**src/rtl/pulso_sched_pkg.sv**
```systemverilog
// Shared types and constants for the pulso_sched delay-timer scheduler.
package pulso_pkg;

  localparam int unsigned N_REQ_DEF = 4;
  localparam int unsigned CNT_W_DEF = 18;
  localparam int unsigned MAX_REQ   = 8;

  typedef enum logic [1:0] {
    ST_IDLE = 2'd0,
    ST_RUN  = 2'd1,
    ST_DONE = 2'd2
  } state_e;

  // Index of the set bit in a one-hot (or zero) vector of up to MAX_REQ bits.
  function automatic logic [2:0] onehot_idx(input logic [MAX_REQ-1:0] oh);
    logic [2:0] idx;
    idx = '0;
    for (int unsigned i = 0; i < MAX_REQ; i++) begin
      if (oh[i]) idx = idx | 3'(i);
    end
    return idx;
  endfunction

endpackage

```
**src/rtl/pulso_sched_if.sv**
```systemverilog
// Request/grant bundle between requesters (master) and the scheduler (slave).
interface pulso_sched_if
  import pulso_pkg::*;
#(
  parameter int unsigned N_REQ = N_REQ_DEF,
  parameter int unsigned CNT_W = CNT_W_DEF
);
  logic [N_REQ-1:0]       Req;
  logic [N_REQ*CNT_W-1:0] Delay;
  logic [N_REQ-1:0]       Grant;
  logic [N_REQ-1:0]       Done;
  logic                   Mo;
  logic                   Busy;

  modport master (output Req, output Delay, input Grant, input Done, input Mo, input Busy);
  modport slave  (input Req, input Delay, output Grant, output Done, output Mo, output Busy);
endinterface

```
**src/rtl/pulso_sched_rr_arbiter.sv**
```systemverilog
// Combinational round-robin arbiter; PULSO_SCHED_FIXED_PRIO_EN turns it into
// fixed priority (lowest index wins, pointer ignored).
module rr_arbiter
  import pulso_pkg::*;
#(
  parameter  int unsigned N_REQ = N_REQ_DEF,
  localparam int unsigned IDX_W = $clog2(N_REQ)
) (
  input  logic [N_REQ-1:0] req_i,
  input  logic [IDX_W-1:0] ptr_i,
  output logic [N_REQ-1:0] gnt_c_o,
  output logic [IDX_W-1:0] idx_c_o,
  output logic             any_req_c_o
);

  logic [IDX_W-1:0] start_c;

`ifdef PULSO_SCHED_FIXED_PRIO_EN
  assign start_c = '0;
  logic unused_ptr;
  assign unused_ptr = ^ptr_i;
`else
  assign start_c = ptr_i;
`endif

  // First requester at or above the start index, wrapping at N_REQ.
  always_comb begin
    int unsigned pos;
    pos     = 0;
    gnt_c_o = '0;
    for (int unsigned k = 0; k < N_REQ; k++) begin
      pos = (32'(start_c) + k) % N_REQ;
      if ((gnt_c_o == '0) && req_i[IDX_W'(pos)]) gnt_c_o[IDX_W'(pos)] = 1'b1;
    end
  end

  assign idx_c_o     = IDX_W'(onehot_idx(MAX_REQ'(gnt_c_o)));
  assign any_req_c_o = |req_i;

endmodule

```
**src/rtl/pulso_sched.sv**
```systemverilog
// Shared delay-timer scheduler: one down-counter granted to requesters in turn.
// Build option PULSO_SCHED_FIXED_PRIO_EN selects fixed priority instead of round-robin.
module pulso_sched
  import pulso_pkg::*;
#(
  parameter int unsigned N_REQ = N_REQ_DEF,
  parameter int unsigned CNT_W = CNT_W_DEF
) (
  input  logic          Clk,
  input  logic          Rst,
  pulso_sched_if.slave  bus
);

  localparam int unsigned IDX_W = $clog2(N_REQ);

  state_e             state_q, state_d;
  logic [CNT_W-1:0]   cnt_q, cnt_d;
  logic [N_REQ-1:0]   grant_q, grant_d;
  logic [N_REQ-1:0]   done_q, done_d;
  logic               mo_q, mo_d;
  logic               busy_q, busy_d;
  logic [IDX_W-1:0]   win_q, win_d;

  logic [N_REQ-1:0]   arb_gnt_c;
  logic [IDX_W-1:0]   arb_idx_c;
  logic               arb_any_c;
  logic [CNT_W-1:0]   arb_dly_c;
  logic [IDX_W-1:0]   ptr_c;
  logic [IDX_W-1:0]   ptr_nxt_c;
  logic               ptr_adv_c;

  rr_arbiter #(.N_REQ(N_REQ)) u_arb (
    .req_i       (bus.Req),
    .ptr_i       (ptr_c),
    .gnt_c_o     (arb_gnt_c),
    .idx_c_o     (arb_idx_c),
    .any_req_c_o (arb_any_c)
  );

  // Delay slice of the current arbitration winner.
  always_comb begin
    arb_dly_c = '0;
    for (int unsigned i = 0; i < N_REQ; i++) begin
      if (arb_gnt_c[i]) arb_dly_c = bus.Delay[i*CNT_W +: CNT_W];
    end
  end

  assign ptr_nxt_c = (win_q == IDX_W'(N_REQ - 1)) ? '0 : win_q + IDX_W'(1);

`ifndef PULSO_SCHED_FIXED_PRIO_EN
  logic [IDX_W-1:0] ptr_q;

  always_ff @(posedge Clk) begin
    if (Rst)            ptr_q <= '0;
    else if (ptr_adv_c) ptr_q <= ptr_nxt_c;
  end

  assign ptr_c = ptr_q;
`else
  assign ptr_c = '0;
  logic unused_ptr;
  assign unused_ptr = ptr_adv_c ^ (|ptr_nxt_c);
`endif

  // Abort (requester dropped Req) takes precedence over completion.
  always_comb begin
    state_d   = state_q;
    cnt_d     = cnt_q;
    grant_d   = grant_q;
    done_d    = '0;
    win_d     = win_q;
    ptr_adv_c = 1'b0;
    unique case (state_q)
      ST_IDLE: begin
        if (arb_any_c) begin
          grant_d = arb_gnt_c;
          win_d   = arb_idx_c;
          cnt_d   = arb_dly_c;
          state_d = ST_RUN;
        end
      end
      ST_RUN: begin
        if (!bus.Req[win_q]) begin
          grant_d   = '0;
          ptr_adv_c = 1'b1;
          state_d   = ST_IDLE;
        end else if (cnt_q == '0) begin
          grant_d = '0;
          done_d  = grant_q;
          state_d = ST_DONE;
        end else begin
          cnt_d = cnt_q - CNT_W'(1);
        end
      end
      ST_DONE: begin
        ptr_adv_c = 1'b1;
        state_d   = ST_IDLE;
      end
      default: begin
        grant_d = '0;
        state_d = ST_IDLE;
      end
    endcase
    mo_d   = |done_d;
    busy_d = (state_d != ST_IDLE);
  end

  always_ff @(posedge Clk) begin
    if (Rst) begin
      state_q <= ST_IDLE;
      cnt_q   <= '0;
      grant_q <= '0;
      done_q  <= '0;
      mo_q    <= 1'b0;
      busy_q  <= 1'b0;
      win_q   <= '0;
    end else begin
      state_q <= state_d;
      cnt_q   <= cnt_d;
      grant_q <= grant_d;
      done_q  <= done_d;
      mo_q    <= mo_d;
      busy_q  <= busy_d;
      win_q   <= win_d;
    end
  end

  assign bus.Grant = grant_q;
  assign bus.Done  = done_q;
  assign bus.Mo    = mo_q;
  assign bus.Busy  = busy_q;

endmodule

```
**src/flat_wrapper.sv**
```systemverilog
// flat-port wrapper written by rule: the top's interface ports become plain ports
module pulso_sched_flat import pulso_pkg::*;
#(
  parameter int unsigned N_REQ = N_REQ_DEF,
  parameter int unsigned CNT_W = CNT_W_DEF
)
  (Clk, Rst, bus_Req, bus_Delay, bus_Grant, bus_Done, bus_Mo, bus_Busy);
  pulso_sched_if #(.N_REQ(N_REQ), .CNT_W(CNT_W)) bus_i ();
  input  logic Clk;
  input  logic Rst;
  input wire logic [$bits(bus_i.Req)-1:0] bus_Req;
  input wire logic [$bits(bus_i.Delay)-1:0] bus_Delay;
  output wire logic [$bits(bus_i.Grant)-1:0] bus_Grant;
  output wire logic [$bits(bus_i.Done)-1:0] bus_Done;
  output wire logic [$bits(bus_i.Mo)-1:0] bus_Mo;
  output wire logic [$bits(bus_i.Busy)-1:0] bus_Busy;
  assign bus_i.Req = bus_Req;
  assign bus_i.Delay = bus_Delay;
  assign bus_Grant = bus_i.Grant;
  assign bus_Done = bus_i.Done;
  assign bus_Mo = bus_i.Mo;
  assign bus_Busy = bus_i.Busy;
  pulso_sched #(.N_REQ(N_REQ), .CNT_W(CNT_W)) u_core (.Clk(Clk), .Rst(Rst), .bus(bus_i));
endmodule
```
**config.mk**
```make
export PLATFORM = sky130hd
export DESIGN_NAME = pulso_sched_flat
export DESIGN_NICKNAME = d
export VERILOG_FILES = /design/src/rtl/pulso_sched_pkg.sv /design/src/rtl/pulso_sched_if.sv /design/src/rtl/pulso_sched_rr_arbiter.sv /design/src/rtl/pulso_sched.sv /design/src/flat_wrapper.sv
export SDC_FILE = /design/constraint.sdc
export NUM_CORES = 1
export LEC_CHECK = 0
export CELL_PAD_IN_SITES_DETAIL_PLACEMENT = 1
export CELL_PAD_IN_SITES_GLOBAL_PLACEMENT = 1
export CORE_MARGIN = 2
export CORE_UTILIZATION = 31
export CTS_CLUSTER_DIAMETER = 80
export CTS_CLUSTER_SIZE = 12
export DETAILED_ROUTE_END_ITERATION = 8
export PLACE_DENSITY_LB_ADDON = 0.3
export SETUP_SLACK_MARGIN = 0.15
export SYNTH_ARGS = -nofsm -noshare
export SYNTH_HDL_FRONTEND = slang
export SYNTH_SLANG_ARGS = --single-unit
```
**constraint.sdc**
```tcl
create_clock -name Clk -period 3.1 [get_ports Clk]
set_input_delay 0.62 -clock Clk [delete_from_list [all_inputs] [get_ports Clk]]
set_output_delay 0.62 -clock Clk [all_outputs]
set_load 0.01 [all_outputs]
```
==> results of run 1 <==
registers in the layout (all words and copies together), names as in the netlist:
name	count
u_core.bus.Busy	1
u_core.state_q	2
u_core.bus.Grant	4
u_core.bus.Done	4
u_core.ptr_c	2
u_core.bus.Mo	1
u_core.win_q	2
u_core.cnt_q	18
cells by family (layout without fill, tap and decap cells):
kind of cell	Yosys count	after routing	share of synthesized area
flip-flops	34	34	0.239
buffers and inverters	29	180	0.0541
multiplexers	7	7	0.0537
adder cells (fa/ha/maj)	13	13	0.0572
AO/OA/AOI/OAI	127	127	0.369
AND/OR/NAND/NOR	126	126	0.227
power breakdown:
| part | switching (uW) | total (uW) | internal [uW] |
|---|---|---|---|
| combinational | 660 | 1350 | 690 |
| sequential | 103 | 609 | 506 |
| clock | 191 | 513 | 322 |
placed cells by master, fill, tap and decap left out, types with 8 or more instances in the layout:
master	n
o21ai_0	15
dfxtp_1	32
buf_4	57
clkdlybuf4s50_1	83
inv_1	10
nor2_1	29
ha_1	10
nand3_1	8
or3_1	11
a22o_1	12
a21oi_1	19
nor3_1	13
nand2_1	29
a31oi_1	12
a22oi_1	13
worst paths after layout:
path / from / to / slack (ns)
worst min register to register: u_core.bus.Grant[1] / u_core.bus.Done[1] / 0.52
worst max register to register: u_core.ptr_c[0] / u_core.cnt_q[7] / 0.03
worst min-delay path: u_core.bus.Grant[1] / u_core.bus.Done[1] / 0.52
worst max-delay path: u_core.ptr_c[0] / u_core.cnt_q[7] / 0.03
cell type report:
| type | count | area (um^2) |
|---|---|---|
| multi-input combinational | 273 | 2190 |
| clock buffer | 5 | 68.8 |
| fill | 1023 | 4060 |
| sequential | 34 | 688 |
| timing repair buffer | 160 | 1540 |
| tap | 108 | 135 |
| clock inverter | 3 | 68.8 |
| inverter | 12 | 52.6 |
worst reg2reg max path: cells and delay by family (launching register included):
kind | cells | cell delay [ns]
and+or+nand+nor | 1 | 0.17
adders and majority gates | 1 | 0.27
AOI/OAI and AO/OA | 6 | 1.37
buffers and inverters | 2 | 0.22
DFF | 1 | 0.39
muxes | 1 | 0.53
through the flow:
step	worst slack [ns]	util	setup TNS [ns]	power, uW	instances
CTS	0.0841	0.514	0	2350	582
finish	0.0319	0.539	0	2470	595
detailed placement	-0.442	0.476	-7.42	1750	562
floorplan	0.131	-	0	1290	336
global route	-0.0633	0.539	-0.434	2630	595
global placement	-0.307	0.476	-5.36	1710	562
repair_timing:
item	in CTS	in global routing
cloned	1	1
hold buffers	0	0
gates resized for setup	24	21
pin swaps	22	21
buffers inserted	11	12
endpoints found under the setup margin	21	18
routing by layer:
metal | share of wire | GRT usage
met3 | 0.044 | 0.0355
met4 | 0.024 | 0.0759
met2 | 0.55 | 0.416
met1 | 0.38 | 0.244
met5 | 0 | 0
==> results.toml, run 1 <==
[synthesis]
synth_area_leaders = "dfxtp_1 24%, ha_1 5.7%, a22oi_1 4.2%"
synth_ff_type = "dfxtp_1"
synth_top_cell_by_area = "dfxtp_1"
synthTopCellsByCount = "34 x dfxtp_1, 29 x nand2_1, 29 x nor2_1"
synth_cell_types = 67
syn_nets = 427
yosysWarnings = 0
yosysSeqAreaShare = 0.239
synth.most_common_cell = "dfxtp_1"
synth-edff-count = 0
ys_ff_latch = 34
synth_area_per_cell_um2 = 8.47
synthDominantCellAreaShare = 0.239
synth_area_mm2 = 0.00285
synthCells = 336
synthArstFlopShare = 0

[min_path]
whs_path_depth = 1
hold_path_class = "reg -> reg"

[clock_tree]
h-tree-depth = 2
cts_root_buf = "clkbuf_8"
clk_pin_slew_ns = 0.08
cts_buffers = 5
cts_buffer_depth = 2
clk_latency_ns = 0.30
cts_sinks = 34
cts_tree = "yes"

[floorplanning]
rows = 34
dieArea_mm2 = 0.00996
core-area_mm2 = 0.00881
die_w_um = 99.8
fp.dieH_um = 99.8
initial_core_util = 0.323
ioPinCount = 88

[drt]
wl_um = 11700
drt_first_pass_iters = 6
ant_nets = 0
dr.first_iter.drc_count = 143
detail_route.vias_per_cell = 5.68
via_count = 3380
wl_per_cell_um = 19.7
remaining_drc_errors = 1

[sta]
relSlewSlack = 0.437
rsz0062_at_grt = "yes"
post-route-period-util = 0.990
min_period_ns = 3.07
holdWs_ns = 0.521
max_freq_mhz = 326
skew_ns = 0.00873
hold_viol_final = 0
tightestPinTransition_ns = 0.842
drv_slew = 0
setup_viol = 0

[pwr]
vdd.ir_drop.worst_mv = 0.231
power-per-cell-area_mw_per_mm2 = 521
leakage_uw = 0.00184

[setup_path]
critPathTopFamily = "compound AO/OA/AOI/OAI gates"
r2r_cells = 11
critPathCaptureType = "flip-flop"
path_depth = 11
crit_type = "reg -> reg"
start_kind = "flip-flop"
path_buf_inv = 2
cpPeakStageDelay_ns = 0.53
cp_slowest_cell = "mux4_2"
critical_path.cell_chain = "inv_6, ha_4, mux4_2, a21boi_4, a221oi_4, nand3_2, o21ai_4, buf_12, a221oi_2, o31a_1, a2111oi_2"
required_ns = 3.29
arrival_ns = 3.26
crit_fanout = 6

[outcome]
violations = "design-rule violations"
status = "finished with violations"

[flow_run]
drv_cap = 0

[placement]
numPortBuffers = 87
place.detailed.hpwl_um = 8420
postPlaceCellArea_mm2 = 0.00419
gp_congestion = 0.851

[global_routing]
overflow = 0
antenna_found_initial = 0
grtUsageTotal = 0.218
grt_max_degree = 17
grt_pass1_vias = 3560
grt_pass1_wl_um = 17400

[layout]
final_area_mm2 = 0.00475
syn2layout_area_growth_pct = 66.8
drive_above_1_share = 0.285
antennaDiodeCount = 0
num-nets-final = 577
Note: power is estimated with default switching activity, not from simulation.
==> run 2, diff against run 1 <==
CAP_MARGIN = 20   (was default)
==> results of run 2 <==
Same layout as run 1: the final DEF is identical, and so are final timing and power.
==> run 3, diff against run 2 <==
==> constraint.sdc (replaced) <==
create_clock -name Clk -period 3.1 [get_ports Clk]
set_input_delay 0.465 -clock Clk [delete_from_list [all_inputs] [get_ports Clk]]
set_output_delay 0.465 -clock Clk [all_outputs]
set_load 0.01 [all_outputs]
==> run 3 against run 2 <==
The flow still finishes with violations (design-rule violations); sequential share of layout area about the same; utilization up 0.11 points; non-clock buffer count fell by 10.
==> results.toml, run 3 (synthesis gave the netlist of run 1 again) <==
[outcome]
status = "finished with violations"
violations = "design-rule violations"

[global_routing]
grt_max_degree = 28
antenna_found_initial = 0
grtUsageTotal = 0.225
grt_pass1_vias = 3594
grt_pass1_wl_um = 17800
overflow = 0

[setup_path]
r2r_cells = 12
arrival_ns = 3.25
crit_fanout = 7
start_kind = "flip-flop"
critPathCaptureType = "flip-flop"
crit_type = "reg -> reg"
required_ns = 3.31

[drt]
wl_per_cell_um = 19.2
ant_nets = 0
remaining_drc_errors = 1
via_count = 3332
drt_first_pass_iters = 6
wl_um = 11300
detail_route.vias_per_cell = 5.70
dr.first_iter.drc_count = 99

[layout]
largest_reg_flops = 18
nFillCells = 1023
fin_cells = 585
antennaDiodeCount = 0
syn2layout_area_growth_pct = 67.2
num-nets-final = 567
seq_area_um2 = 688
largest-register = "u_core.cnt_q"
multi_input_area_mm2 = 0.00226
drive_above_1_share = 0.296
final_common_cell = "clkdlybuf4s50_1"
fin_util = 0.540
final_cell_mix = "84 x clkdlybuf4s50_1, 49 x buf_4, 32 x dfxtp_1"

[floorplanning]
fp.dieH_um = 99.8
dieArea_mm2 = 0.00996
die_w_um = 99.8
core-area_mm2 = 0.00881
rows = 34
ioPinCount = 88
initial_core_util = 0.323

[sta]
relSlewSlack = 0.637
drv_slew = 0
tightestPinTransition_ns = 0.541
rsz0062_at_grt = "yes"
post-route-period-util = 0.979
skew_ns = 0.00444
holdWs_ns = 0.519
tns_ns = 0
max_freq_mhz = 329
min_period_ns = 3.04
setup_viol = 0
hold_viol_final = 0

[placement]
place.detailed.hpwl_um = 8460
place_inst = 561
numPortBuffers = 87
gp_congestion = 0.815

[clock_tree]
cts_sinks = 34
h-tree-depth = 2
cts_buffer_depth = 2
clk_pin_slew_ns = 0.08
cts_buffers = 5
cts_tree = "yes"
clk_latency_ns = 0.30
cts_root_buf = "clkbuf_8"

[pwr]
vdd.ir_drop.worst_mv = 0.215
power-per-cell-area_mw_per_mm2 = 523
leakage_uw = 0.00181
p_total_uw = 2490

[min_path]
hold_path_class = "reg -> reg"
whs_path_depth = 1

[flow_run]
drv_cap = 0
[run 3: cell types whose count changed in the layout (fill, tap and decap cells not counted), sizes merged]
cell           change
buf               -10
clkbuf             -1
clkdlybuf4s50      +1
[run 3: path summary, 6_finish.rpt]
check,endpoint,startpoint,slack (ns)
worst max-delay path,u_core.cnt_q[17],u_core.ptr_c[1],0.06
worst min-delay path,u_core.bus.Done[1],u_core.bus.Grant[1],0.52
worst max register to register,u_core.cnt_q[17],u_core.ptr_c[1],0.06
worst min register to register,u_core.bus.Done[1],u_core.bus.Grant[1],0.52
[run 3: critical path, cell delays in order, from the launching register on]
cell	delay (ns)
dfxtp_4	0.39
inv_4	0.05
ha_4	0.28
mux4_2	0.54
a21boi_4	0.18
a221oi_4	0.35
o2111ai_2	0.20
a21oi_4	0.19
buf_12	0.16
buf_12	0.12
a22o_1	0.14
nand2_1	0.08
a311oi_2	0.27
[run 3: where the power goes]
group          total, uW  internal [uW]  switching [uW]  leakage [uW]
Sequential           613            506             107      0.000281
Combinational       1370            695             670       0.00147
Clock                511            322             188     0.0000683
[run 3: metal layers]
metal / up-vias / GRT usage / share of wire
met5: - / 0 / 0
met4: 0 / 0.0864 / 0.025
met3: 21 / 0.0390 / 0.052
met2: 110 / 0.442 / 0.55
met1: 1606 / 0.235 / 0.37
li1: 1595 / - / -
[run 3: cell type report]
class / instances / share of cell area
inverter: 12 / 0.0110
clock buffer: 5 / 0.0145
clock inverter: 3 / 0.0145
multi-input combinational: 273 / 0.476
sequential: 34 / 0.145
timing repair buffer: 150 / 0.311
tap: 108 / 0.0284
[run 3: repair_timing]
action | in CTS | in global routing
gates resized for setup | 28 | 29
setup buffers | 12 | 2
setup endpoints to repair | 19 | 20
hold buffers | 0 | 0
pin swaps | 13 | 22
cloned | 1 | 1
[run 3: per-stage QoR]
stage / instance area (um^2) / setup slack [ns]
after floorplan: 2890 / 0.131
after detailed placement: 4190 / -0.285
after CTS: 4590 / 0.126
after global routing: 4760 / -0.0201
final: 4760 / 0.0648
after global placement: 4190 / -0.159
